==> config.mk <==
export PLATFORM = sky130hd
export DESIGN_NAME = fetch_pc
export DESIGN_NICKNAME = d
export VERILOG_FILES = /design/src/rtl/fetch_pc.sv
export SDC_FILE = /design/constraint.sdc
export NUM_CORES = 1
export LEC_CHECK = 0
export ABC_CLOCK_PERIOD_IN_PS = 1950
export CORE_ASPECT_RATIO = 1.4
export CORE_UTILIZATION = 50
export DETAILED_ROUTE_END_ITERATION = 6
export GPL_ROUTABILITY_DRIVEN = 0
export GPL_TIMING_DRIVEN = 0
export PLACE_DENSITY = 0.69
export SYNTH_ARGS = -nofsm -noshare
export SYNTH_HDL_FRONTEND = slang
export SYNTH_SLANG_ARGS = --single-unit
==> constraint.sdc <==
create_clock -name Clk -period 1.95 [get_ports Clk]
set_input_delay 0.2925 -clock Clk [delete_from_list [all_inputs] [get_ports Clk]]
set_output_delay 0.2925 -clock Clk [all_outputs]
set_load 0.02 [all_outputs]
==> src/rtl/fetch_pc.sv <==
// fetch_pc: PC sequencer with PCreg1-3 save/jump, IDLE/RUN/HALT Start/Done handshake; FETCH_CYCLE_COUNT_EN adds CycleCount
module fetch_pc #(
  parameter int AW = 10,
  parameter int SAVE_OFFSET = 2
) (
  input  logic          Clk,
  input  logic          Reset,
  input  logic          Start,
  input  logic          JumpEqual,
  input  logic          JumpNotEqual,
  input  logic          OffsetEn,
  input  logic [1:0]    PCRegSelect,
  input  logic          Zero,
  input  logic          Ack,
  output logic [AW-1:0] ProgCtr,
  output logic          Running,
`ifdef FETCH_CYCLE_COUNT_EN
  output logic          Done,
  output logic [15:0]   CycleCount
`else
  output logic          Done
`endif
);
  typedef enum logic [1:0] {IDLE, RUN, HALT} state_t;
  state_t state_q, state_d;
  logic [AW-1:0] pc_q, pc_d, p1_q, p1_d, p2_q, p2_d, p3_q, p3_d, tgt, sv;
  logic taken, save;
  assign taken = |PCRegSelect && ((JumpEqual && Zero) || (JumpNotEqual && !Zero));
  assign save = |PCRegSelect && !JumpEqual && !JumpNotEqual;
  assign tgt = PCRegSelect == 2'd1 ? p1_q : PCRegSelect == 2'd2 ? p2_q : p3_q;
  assign sv = pc_q + (OffsetEn ? AW'(SAVE_OFFSET) : AW'(0));
  always_comb begin
    state_d = state_q;
    pc_d = pc_q;
    p1_d = p1_q;
    p2_d = p2_q;
    p3_d = p3_q;
    if (Start) begin
      state_d = IDLE;
      pc_d = '0;
    end else if (state_q == IDLE) state_d = RUN;
    else if (state_q == RUN) begin
      if (Ack) state_d = HALT;
      else begin
        pc_d = taken ? tgt : pc_q + AW'(1);
        p1_d = (save && PCRegSelect == 2'd1) ? sv : p1_q;
        p2_d = (save && PCRegSelect == 2'd2) ? sv : p2_q;
        p3_d = (save && PCRegSelect == 2'd3) ? sv : p3_q;
      end
    end
  end
  always_ff @(posedge Clk) begin
    if (Reset) begin
      state_q <= IDLE;
      pc_q <= '0;
      p1_q <= '0;
      p2_q <= '0;
      p3_q <= '0;
    end else begin
      state_q <= state_d;
      pc_q <= pc_d;
      p1_q <= p1_d;
      p2_q <= p2_d;
      p3_q <= p3_d;
    end
  end
  assign ProgCtr = pc_q;
  assign Running = state_q == RUN;
  assign Done = state_q == HALT;
`ifdef FETCH_CYCLE_COUNT_EN
  logic [15:0] cc_q, cc_d;
  always_comb cc_d = (state_q == IDLE && !Start) ? 16'd0 :
                     (state_q == RUN && cc_q != 16'hFFFF) ? cc_q + 16'd1 : cc_q;
  always_ff @(posedge Clk) cc_q <= Reset ? 16'd0 : cc_d;
  assign CycleCount = cc_q;
`endif
endmodule
==> results of run 1 <==
## metrics by stage
| stage | util [%] | cells | setup WS [ps] |
|---|---|---|---|
| CTS | 61.93 | 313 | 2.727 |
| finish | 63.53 | 321 | 116.5 |
| global route | 63.53 | 321 | -0.5818 |
| floorplan | - | 241 | 258.3 |
| global placement | 59.82 | 305 | -335.1 |
| detailed placement | 59.82 | 305 | -327.9 |
## timing repair
item,4_1_cts,5_1_grt
endpoints found under the setup margin,5,18
buffers inserted,0,8
resized for setup,2,4
pin swaps,1,3
## cell usage in the layout, fill, tap and decap left out, drive strengths merged, types with 4 or more instances in the layout
| master | instances |
|---|---|
| and3 | 4 |
| buf | 16 |
| xnor2 | 4 |
| mux2i | 10 |
| o22ai | 8 |
| nor2b | 5 |
| nand3 | 7 |
| a211oi | 26 |
| o21ai | 5 |
| nor2 | 47 |
| nand2 | 6 |
| clkbuf | 17 |
| xor2 | 4 |
| dfxtp | 42 |
| a21oi | 7 |
| clkdlybuf4s50 | 19 |
| nor3 | 4 |
## worst max-delay path, delay by kind of cell
family | cells | cell delay (ps)
and+or+nand+nor | 3 | 690
buffers and inverters | 3 | 810
muxes | 1 | 220
## final timing paths
check / cells past startpoint / startpoint / endpoint
min reg2reg: 2 / p3_q[7] / p3_q[7]
min: 2 / p3_q[7] / p3_q[7]
max reg2reg: 6 / ProgCtr[1] / p3_q[9]
max: 7 / Ack / p2_q[2]
## registers in the layout, indices dropped and copies added (netlist names)
| register | cells |
|---|---|
| ProgCtr | 10 |
| p3_q | 10 |
| p2_q | 10 |
| state_q | 2 |
| p1_q | 10 |
## cells by family (layout without fill, tap and decap cells)
logic type	Yosys count	in the layout	synth area share (%)
buffers and inverters	21	58	5.487
AND/OR/NAND/NOR	89	89	21.53
XOR/XNOR	8	8	3.303
adder cells (fa/ha/maj)	3	3	1.770
flip-flops	42	42	39.65
multiplexers	10	10	4.720
AO/OA/AOI/OAI	68	68	23.54
## report_power, final
group          internal [mW]  leakage [nW]  switching [mW]
Sequential             0.863         0.340         0.00607
Combinational         0.0679         0.483           0.103
Clock                  0.253        0.0452           0.304
Total                   1.18         0.868           0.413
## area by class of cell
cell class | instances | area, um2 | area share (%)
sequential | 42 | 843.3 | 33.30
tap | 43 | 53.80 | 2.125
clock inverter | 2 | 13.76 | 0.5435
buffer | 19 | 110.1 | 4.348
inverter | 2 | 7.507 | 0.2964
timing repair buffer | 29 | 267.8 | 10.57
multi-input combinational | 178 | 1164 | 45.95
clock buffer | 6 | 72.57 | 2.866
## routing by layer
layer | track usage [%] | wire, um
met5 | 0 | 0
met2 | 41.18 | 2533
met1 | 32.21 | 2405
met3 | 3.909 | 184
met4 | 11.46 | 123
==> impl_metrics.csv, run 1 <==
group,metric,value,unit
cts,clkTransAtPathRegs,90,ps
placement,io_buffers,21,
global_routing,grt_pass1_vias,1716,
detailed_routing,drt_iter0_markers,157,
timing,fin_crit_sh,94.02,%
logic_synthesis,ys_seq_area_share,39.65,%
critical_path,worstPathRequired,2130,ps
logic_synthesis,ys_top_cells_by_count,"nor2_1, dfxtp_1, a211oi_1",
timing,hold_slack,499.9,ps
logic_synthesis,syn-cell-area,0.002121,mm2
logic_synthesis,syn-num-nets,254,
timing,fin_setup_tns,0,ps
logic_synthesis,synth_edf_count,0,
critical_path,max_stage_delay,460,ps
cells_and_area,fin_nets,290,
floorplanning,die_h,79.06,um
timing,worst_pin_slew,539.5,ps
power_and_ir_drop,ir_drop,0.0004156,V
power_and_ir_drop,p_per_area,630.5,mW/mm2
logic_synthesis,ys_types,44,
timing,fmax,545.4,MHz
logic_synthesis,synth_top_area_share,39.65,%
critical_path,worstPathMaxFanout,8,
cts,root_buffer,"clkbuf_8",
timing,finalHoldViolCount,0,
timing,final.setup_skew,14.64,ps
critical_path,slowest_stage,"clkdlybuf4s50_1",
detailed_routing,wire_per_inst,16.35,um
job,max-cap-violations,0,
detailed_routing,vias,1901,
critical_path,path_cells,"clkdlybuf4s50_1, or3b_1, buf_6, nor3_4, buf_4, mux2i_1, nor2_1",
placement,hpwl,3760,um
critical_path,rrSetupSlack,230,ps
global_routing,grt_antenna_before_repair,0,
logic_synthesis,ys.flop_type,"dfxtp_1",
floorplanning,ioPinCount,22,
global_routing,grt_usage,25.13,%
timing,period_needed,1833,ps
floorplanning,start_util,53.20,%
cts,holdBufCountCts,0,
cts,clk_latency,300,ps
cells_and_area,drive_gt1_share,12.23,%
status,violations,"DRC",
logic_synthesis,synthTopCellsByArea,"dfxtp_1, a211oi_1, nor2_1",
detailed_routing,drcViolationCount,7,
timing,relSlewSlack,63.91,%
detailed_routing,avgViaCountPerCell,5.922,
logic_synthesis,yosysMostFrequentCell,"nor2_1",
critical_path,arrival,2010,ps
power_and_ir_drop,p_total,1.597,mW
floorplanning,die_area,0.004510,mm2
placement,dpl_cell_area,0.002385,mm2
floorplanning,fp.dieW,57.04,um
critical_path,cp-start-kind,"input pin",
global_routing,grt_pass1_wl,8625,um
global_routing,grt_max_degree,14,
logic_synthesis,synth_cells,241,
logic_synthesis,synth_top_area_cell,"dfxtp_1",
detailed_routing,routed_wirelength,5247,um
cts,cts_htree_levels,2,
timing,final-setup-viol-count,0,
critical_path,worstSetupPathType,"in2reg",
cells_and_area,area_growth,19.41,%
detailed_routing,dr.pass1.iters,7,
timing,slew_viol_final,0,
cts,cts.path.max_buffers,2,
min_path,hp-class,"reg2reg",
status,status,"finished with violations",
power_and_ir_drop,p_leak,0.8680,nW
floorplanning,rows,27,
cells_and_area,final_area,0.002532,mm2
logic_synthesis,syn_avg_cell_area,8.800,um2
cts,cts_buffers,5,
cells_and_area,diodes,0,
global_routing,gr-total-overflow,0,
logic_synthesis,synth-seq-cells,42,
cts,tritoncts,"built",
cells_and_area,fill_cells,367,
detailed_routing,antenna_left,0,
logic_synthesis,async_flop_share,0,%
cts,numClockSinks,42,
floorplanning,core_area,0.003986,mm2
logic_synthesis,ys.warnings.count,0,
critical_path,cp-end-kind,"register",
(Power assumes the default switching activity.)
==> run 2: changes to the inputs <==
--- a/config.mk
+++ b/config.mk
@@ -7,11 +7,11 @@
 export LEC_CHECK = 0
 export ABC_CLOCK_PERIOD_IN_PS = 1950
 export CORE_ASPECT_RATIO = 1.4
-export CORE_UTILIZATION = 50
+export CORE_UTILIZATION = 54
 export DETAILED_ROUTE_END_ITERATION = 6
 export GPL_ROUTABILITY_DRIVEN = 0
 export GPL_TIMING_DRIVEN = 0
-export PLACE_DENSITY = 0.69
+export PLACE_DENSITY = 0.73
 export SYNTH_ARGS = -nofsm -noshare
 export SYNTH_HDL_FRONTEND = slang
 export SYNTH_SLANG_ARGS = --single-unit
==> run 2 against run 1 <==
Global-route usage increased by 2.5 points. Via count increased by 0.79%. Critical path depth fell by 5. The run now ends clean. Sequential share of layout area decreased by 0.23 points. Register-to-register slack got worse by 60 ps. Wire length grew 0.21%. Non-clock buffer count down 2. Highest routed layer unchanged. Worst hold slack improved by 1.3 ps. Combinational power is essentially flat.
==> impl_metrics.csv, run 2 (synthesis results as in run 1) <==
group,metric,value,unit
status,status,"completed",
critical_path,worstSetupPathType,"reg2out",
global_routing,grt_usage,27.60,%
cts,numClockSinks,42,
critical_path,rr_worst_depth,6,
timing,slew_viol_final,0,
cells_and_area,area_growth,20.06,%
timing,fin_crit_sh,96.14,%
power_and_ir_drop,p_leak,0.8622,nW
cts,cts_htree_levels,2,
min_path,min_from,"p3_q[1]",
cts,tritoncts,"built",
cts,clkTransAtPathRegs,80,ps
cts,clk_latency,290,ps
cts,cts.path.max_buffers,2,
floorplanning,start_util,57.19,%
placement,io_buffers,21,
timing,relSlewSlack,62.68,%
cells_and_area,diodes,0,
min_path,hold_depth,2,
placement,dp_slack,-349.1,ps
power_and_ir_drop,internal_power,1.314,mW
min_path,whs_endpoint,"p3_q[1]",
detailed_routing,wire_per_inst,16.53,um
floorplanning,ioPinCount,22,
detailed_routing,routed_wirelength,5258,um
power_and_ir_drop,power_frac_clock,39.9,%
cells_and_area,fin_nets,288,
cells_and_area,final_common_cell,"nor2_1",
critical_path,cp-end-kind,"output port",
timing,final-setup-viol-count,0,
timing,hold_slack,501.2,ps
global_routing,grt_antenna_before_repair,0,
power_and_ir_drop,p_total,1.732,mW
power_and_ir_drop,comb_power_share,9.9,%
floorplanning,die_area,0.004186,mm2
floorplanning,fp.dieW,54.97,um
timing,fin_setup_tns,0,ps
detailed_routing,antenna_left,0,
timing,finalHoldViolCount,0,
floorplanning,die_h,76.15,um
timing,rsz0062_at_grt,"no",
timing,worst_pin_slew,557.9,ps
power_and_ir_drop,seq_power_share,50.2,%
power_and_ir_drop,p_switching,418.4,uW
critical_path,rrSetupSlack,170,ps
global_routing,grt_max_degree,14,
min_path,hp-class,"reg2reg",
cells_and_area,layout_common_cells,"nor2_1, dfxtp_1, a211oi_1, clkdlybuf4s50_1, clkbuf_1",
global_routing,grt_pass1_vias,1734,
timing,fmax,533.4,MHz
detailed_routing,vias,1916,
power_and_ir_drop,switching_share,24.16,%
critical_path,cp-start-kind,"register",
detailed_routing,drcViolationCount,0,
global_routing,gr-total-overflow,0,
global_routing,grt_pass1_wl,8369,um
cts,cts_buffers,5,
critical_path,arrival,1580,ps
cells_and_area,multi_input_area,0.001171,mm2
power_and_ir_drop,p_per_area,680.3,mW/mm2
timing,final.setup_skew,4.617,ps
timing,setup_slack,75.36,ps
timing,period_needed,1875,ps
cells_and_area,utilization,68.66,%
placement,hpwl,3874,um
job,max-cap-violations,0,
detailed_routing,drt_iter0_markers,109,
cells_and_area,drive_gt1_share,11.96,%
critical_path,rr_endpoint,"p3_q[8]",
cells_and_area,fill_cells,338,
critical_path,worstPathRequired,1660,ps
floorplanning,core_area,0.003709,mm2
cts,root_buffer,"clkbuf_8",
critical_path,reg2reg_from,"state_q[0]",
cts,holdBufCountCts,0,
critical_path,worstPathMaxFanout,10,
cells_and_area,ff_latch_area,842.1,um2
power_and_ir_drop,ir_drop,0.0006367,V
detailed_routing,avgViaCountPerCell,6.025,
floorplanning,rows,26,
detailed_routing,dr.pass1.iters,4,
-- run 2: cell count changes in the layout (fill, tap and decap cells not counted), sizes merged --
cell      before  now
clkinvlp       0    1
bufinv         0    1
clkinv         2    0
buf           16   14
-- run 2: through the flow --
step	instance area [um2]	std cells
final	2546	318
after global routing	2546	318
after CTS	2511	314
after detailed placement	2384	304
after global placement	2384	304
after floorplan	2121	241
-- run 2: layer usage --
| metal | global-route usage, % | share of wire (%) | vias up |
|---|---|---|---|
| met5 | 0 | 0 | - |
| met4 | 9.500 | 1.4 | 0 |
| met3 | 3.792 | 3.0 | 9 |
| met2 | 45.30 | 51 | 36 |
| met1 | 35.57 | 44 | 908 |
| li1 | - | - | 963 |
-- run 2: timing repair --
action / in CTS / in global routing
setup buffers: 2 / 4
pin swaps: 2 / 2
setup endpoints to repair: 6 / 13
resized for setup: 3 / 4
-- run 2: area by class of cell --
type                            instances  area share, %
Inverter                                2         0.2948
Buffer                                 19          4.324
Tap cell                               42          2.064
Clock inverter                          2          1.474
Sequential cell                        42          33.07
Multi-Input combinational cell        178          45.99
Timing Repair Buffer                   27          9.926
Clock buffer                            6          2.850
-- run 2: power groups by stage --
stage               Clock, mW  Combinational (mW)  Sequential [mW]
floorplan                   0               0.103            0.890
global placement            0               0.168            0.889
detailed placement          0               0.169            0.889
CTS                     0.699               0.170            0.869
global route            0.738               0.186            0.870
finish                  0.691               0.172            0.869
-- run 2: critical path: stages, from the launching register on --
cell and delay (ps):
dfxtp_1 540, buf_4 170, clkdlybuf4s50_1 590
-- run 2: how the worst max path moves through the flow --
stage,startpoint,endpoint,depth (start not counted)
CTS,Ack,p3_q[7],7
global route,Ack,p3_q[6],7
detailed placement,Ack,p1_q[8],7
floorplan,state_q[0],ProgCtr[7],5
finish,ProgCtr[0],ProgCtr[0],2
global placement,Ack,p1_q[7],7
==> run 3: changes to the inputs <==
--- a/config.mk
+++ b/config.mk
@@ -5,9 +5,10 @@
 export SDC_FILE = /design/constraint.sdc
 export NUM_CORES = 1
 export LEC_CHECK = 0
-export ABC_CLOCK_PERIOD_IN_PS = 1950
+export ABC_CLOCK_PERIOD_IN_PS = 2000
 export CORE_ASPECT_RATIO = 1.4
 export CORE_UTILIZATION = 54
+export CTS_CLUSTER_SIZE = 40
 export DETAILED_ROUTE_END_ITERATION = 6
 export GPL_ROUTABILITY_DRIVEN = 0
 export GPL_TIMING_DRIVEN = 0
==> constraint.sdc (replaced) <==
create_clock -name Clk -period 2 [get_ports Clk]
set_input_delay 0.3 -clock Clk [delete_from_list [all_inputs] [get_ports Clk]]
set_output_delay 0.3 -clock Clk [all_outputs]
set_load 0.02 [all_outputs]
==> run 3 against run 2 <==
Sequential share of layout area down 0.065 points. Sequential power shrank 2.5%. Count of clock-buffer cells in the layout unchanged. Register-to-register slack better by 40 ps. Cell area hardly changed. Non-clock buffer count stayed put. Worst hold slack improved by 2.4 ps. Sequential cell count stayed put. Die area unchanged. First-iteration DRC count is 30% lower. Combinational power shrank 2%. Via count shrank 0.26%. Critical endpoint is now p3_q[8]. Largest power group unchanged. Highest routed layer unchanged.
==> impl_metrics.csv, run 3 (synthesis results as in run 1) <==
group,metric,value,unit
timing,finalHoldViolCount,0,
placement,hpwl,3874,um
detailed_routing,wire_per_inst,16.37,um
timing,slew_viol_final,0,
critical_path,cp-end-kind,"register",
cells_and_area,drive_gt1_share,11.23,%
cts,numClockSinks,42,
floorplanning,rows,26,
timing,rsz0062_at_grt,"no",
critical_path,rr_worst_depth,6,
critical_path,worstSetupPathType,"in2reg",
timing,worst_pin_slew,563.9,ps
detailed_routing,routed_wirelength,5206,um
floorplanning,start_util,57.19,%
cts,cts.path.max_buffers,2,
cells_and_area,layout_common_cells,"nor2_1, dfxtp_1, a211oi_1, clkdlybuf4s50_1, clkbuf_1",
min_path,hold_depth,2,
cts,root_buffer,"clkbuf_8",
power_and_ir_drop,p_per_area,662.4,mW/mm2
floorplanning,die_h,76.15,um
cts,cts_htree_levels,2,
cts,cts_buffers,5,
power_and_ir_drop,ir_drop,0.0006171,V
min_path,hp-class,"reg2reg",
cells_and_area,final_area,0.002547,mm2
status,status,"completed",
placement,dpl_cell_area,0.002384,mm2
floorplanning,die_area,0.004186,mm2
timing,fin_crit_sh,95.43,%
critical_path,arrival,2120,ps
floorplanning,ioPinCount,22,
floorplanning,fp.dieW,54.97,um
timing,period_needed,1909,ps
timing,fmax,524.0,MHz
power_and_ir_drop,p_leak,0.8759,nW
cts,clk_latency,290,ps
timing,relSlewSlack,62.28,%
job,max-cap-violations,0,
floorplanning,core_area,0.003709,mm2
global_routing,grt_pass1_vias,1712,
cells_and_area,utilization,68.69,%
critical_path,worstPathMaxFanout,10,
global_routing,grt_pass1_wl,8293,um
global_routing,gr-total-overflow,0,
timing,fin_setup_tns,0,ps
placement,io_buffers,21,
cells_and_area,fill_cells,334,
global_routing,grt_max_degree,14,
cts,clkTransAtPathRegs,80,ps
detailed_routing,drt_iter0_markers,76,
cells_and_area,fin_nets,288,
cells_and_area,diodes,0,
critical_path,cp-start-kind,"input pin",
detailed_routing,avgViaCountPerCell,6.009,
timing,final.setup_skew,6.292,ps
detailed_routing,drcViolationCount,0,
cts,tritoncts,"built",
timing,final-setup-viol-count,0,
cells_and_area,final_common_cell,"nor2_1",
global_routing,grt_antenna_before_repair,0,
detailed_routing,vias,1911,
cts,holdBufCountCts,0,
timing,setup_slack,91.44,ps
detailed_routing,antenna_left,0,
critical_path,worstPathRequired,2210,ps
cells_and_area,area_growth,20.12,%
placement,dp_slack,-306.6,ps
global_routing,grt_usage,27.37,%
detailed_routing,dr.pass1.iters,4,
run 3: repair_timing:
| item | CTS | global route |
|---|---|---|
| buffers inserted | 0 | 6 |
| gates resized for setup | 0 | 5 |
| pin swaps | 1 | 3 |
| endpoints found under the setup margin | 1 | 14 |
run 3: area by class of cell:
type                            instances  area [um2]  share of cell area (%)
Clock inverter                          2       37.54                   1.473
Clock buffer                            6       72.57                   2.849
Sequential cell                        42       840.8                   33.01
Inverter                                2       7.507                  0.2947
Multi-Input combinational cell        178        1166                   45.78
Buffer                                 19       110.1                   4.322
Tap cell                               42       52.55                   2.063
Timing Repair Buffer                   27       260.3                   10.22
run 3: path summary, 6_finish.rpt:
path	slack, ps	start	to
setup / recovery	90	JumpNotEqual	p3_q[8]
hold / removal	500	p3_q[0]	p3_q[0]
setup reg to reg	210	ProgCtr[1]	p2_q[7]
hold reg to reg	500	p3_q[0]	p3_q[0]
run 3: critical path, cell delays in order:
cell	delay [ps]
clkdlybuf4s50_1	410
or3_1	520
nor3_4	430
buf_6	200
nor2_1	40
a211oi_1	200
run 3: per-layer routing:
| layer | track usage, % | share of wire (%) | up-vias |
|---|---|---|---|
| li1 | - | - | 963 |
| met1 | 35.19 | 44 | 895 |
| met2 | 45.06 | 51 | 44 |
| met3 | 4.990 | 2.9 | 9 |
| met4 | 7.750 | 1.4 | 0 |
| met5 | 0 | 0 | - |
run 3: stage by stage:
step                      total power [mW]  hold WS (ps)  instances
after floorplan                     0.9684         399.6        241
final                                1.688         503.6        318
after global routing                 1.752         519.5        318
after CTS                            1.694         501.8        312
after global placement               1.031         474.0        304
after detailed placement             1.032         479.5        304
run 3: power breakdown:
part | internal, mW | total, mW | switching (mW) | leakage [nW]
Combinational | 0.0675 | 0.168 | 0.100 | 0.486
Sequential | 0.841 | 0.847 | 0.00627 | 0.339
Clock | 0.373 | 0.673 | 0.300 | 0.0514
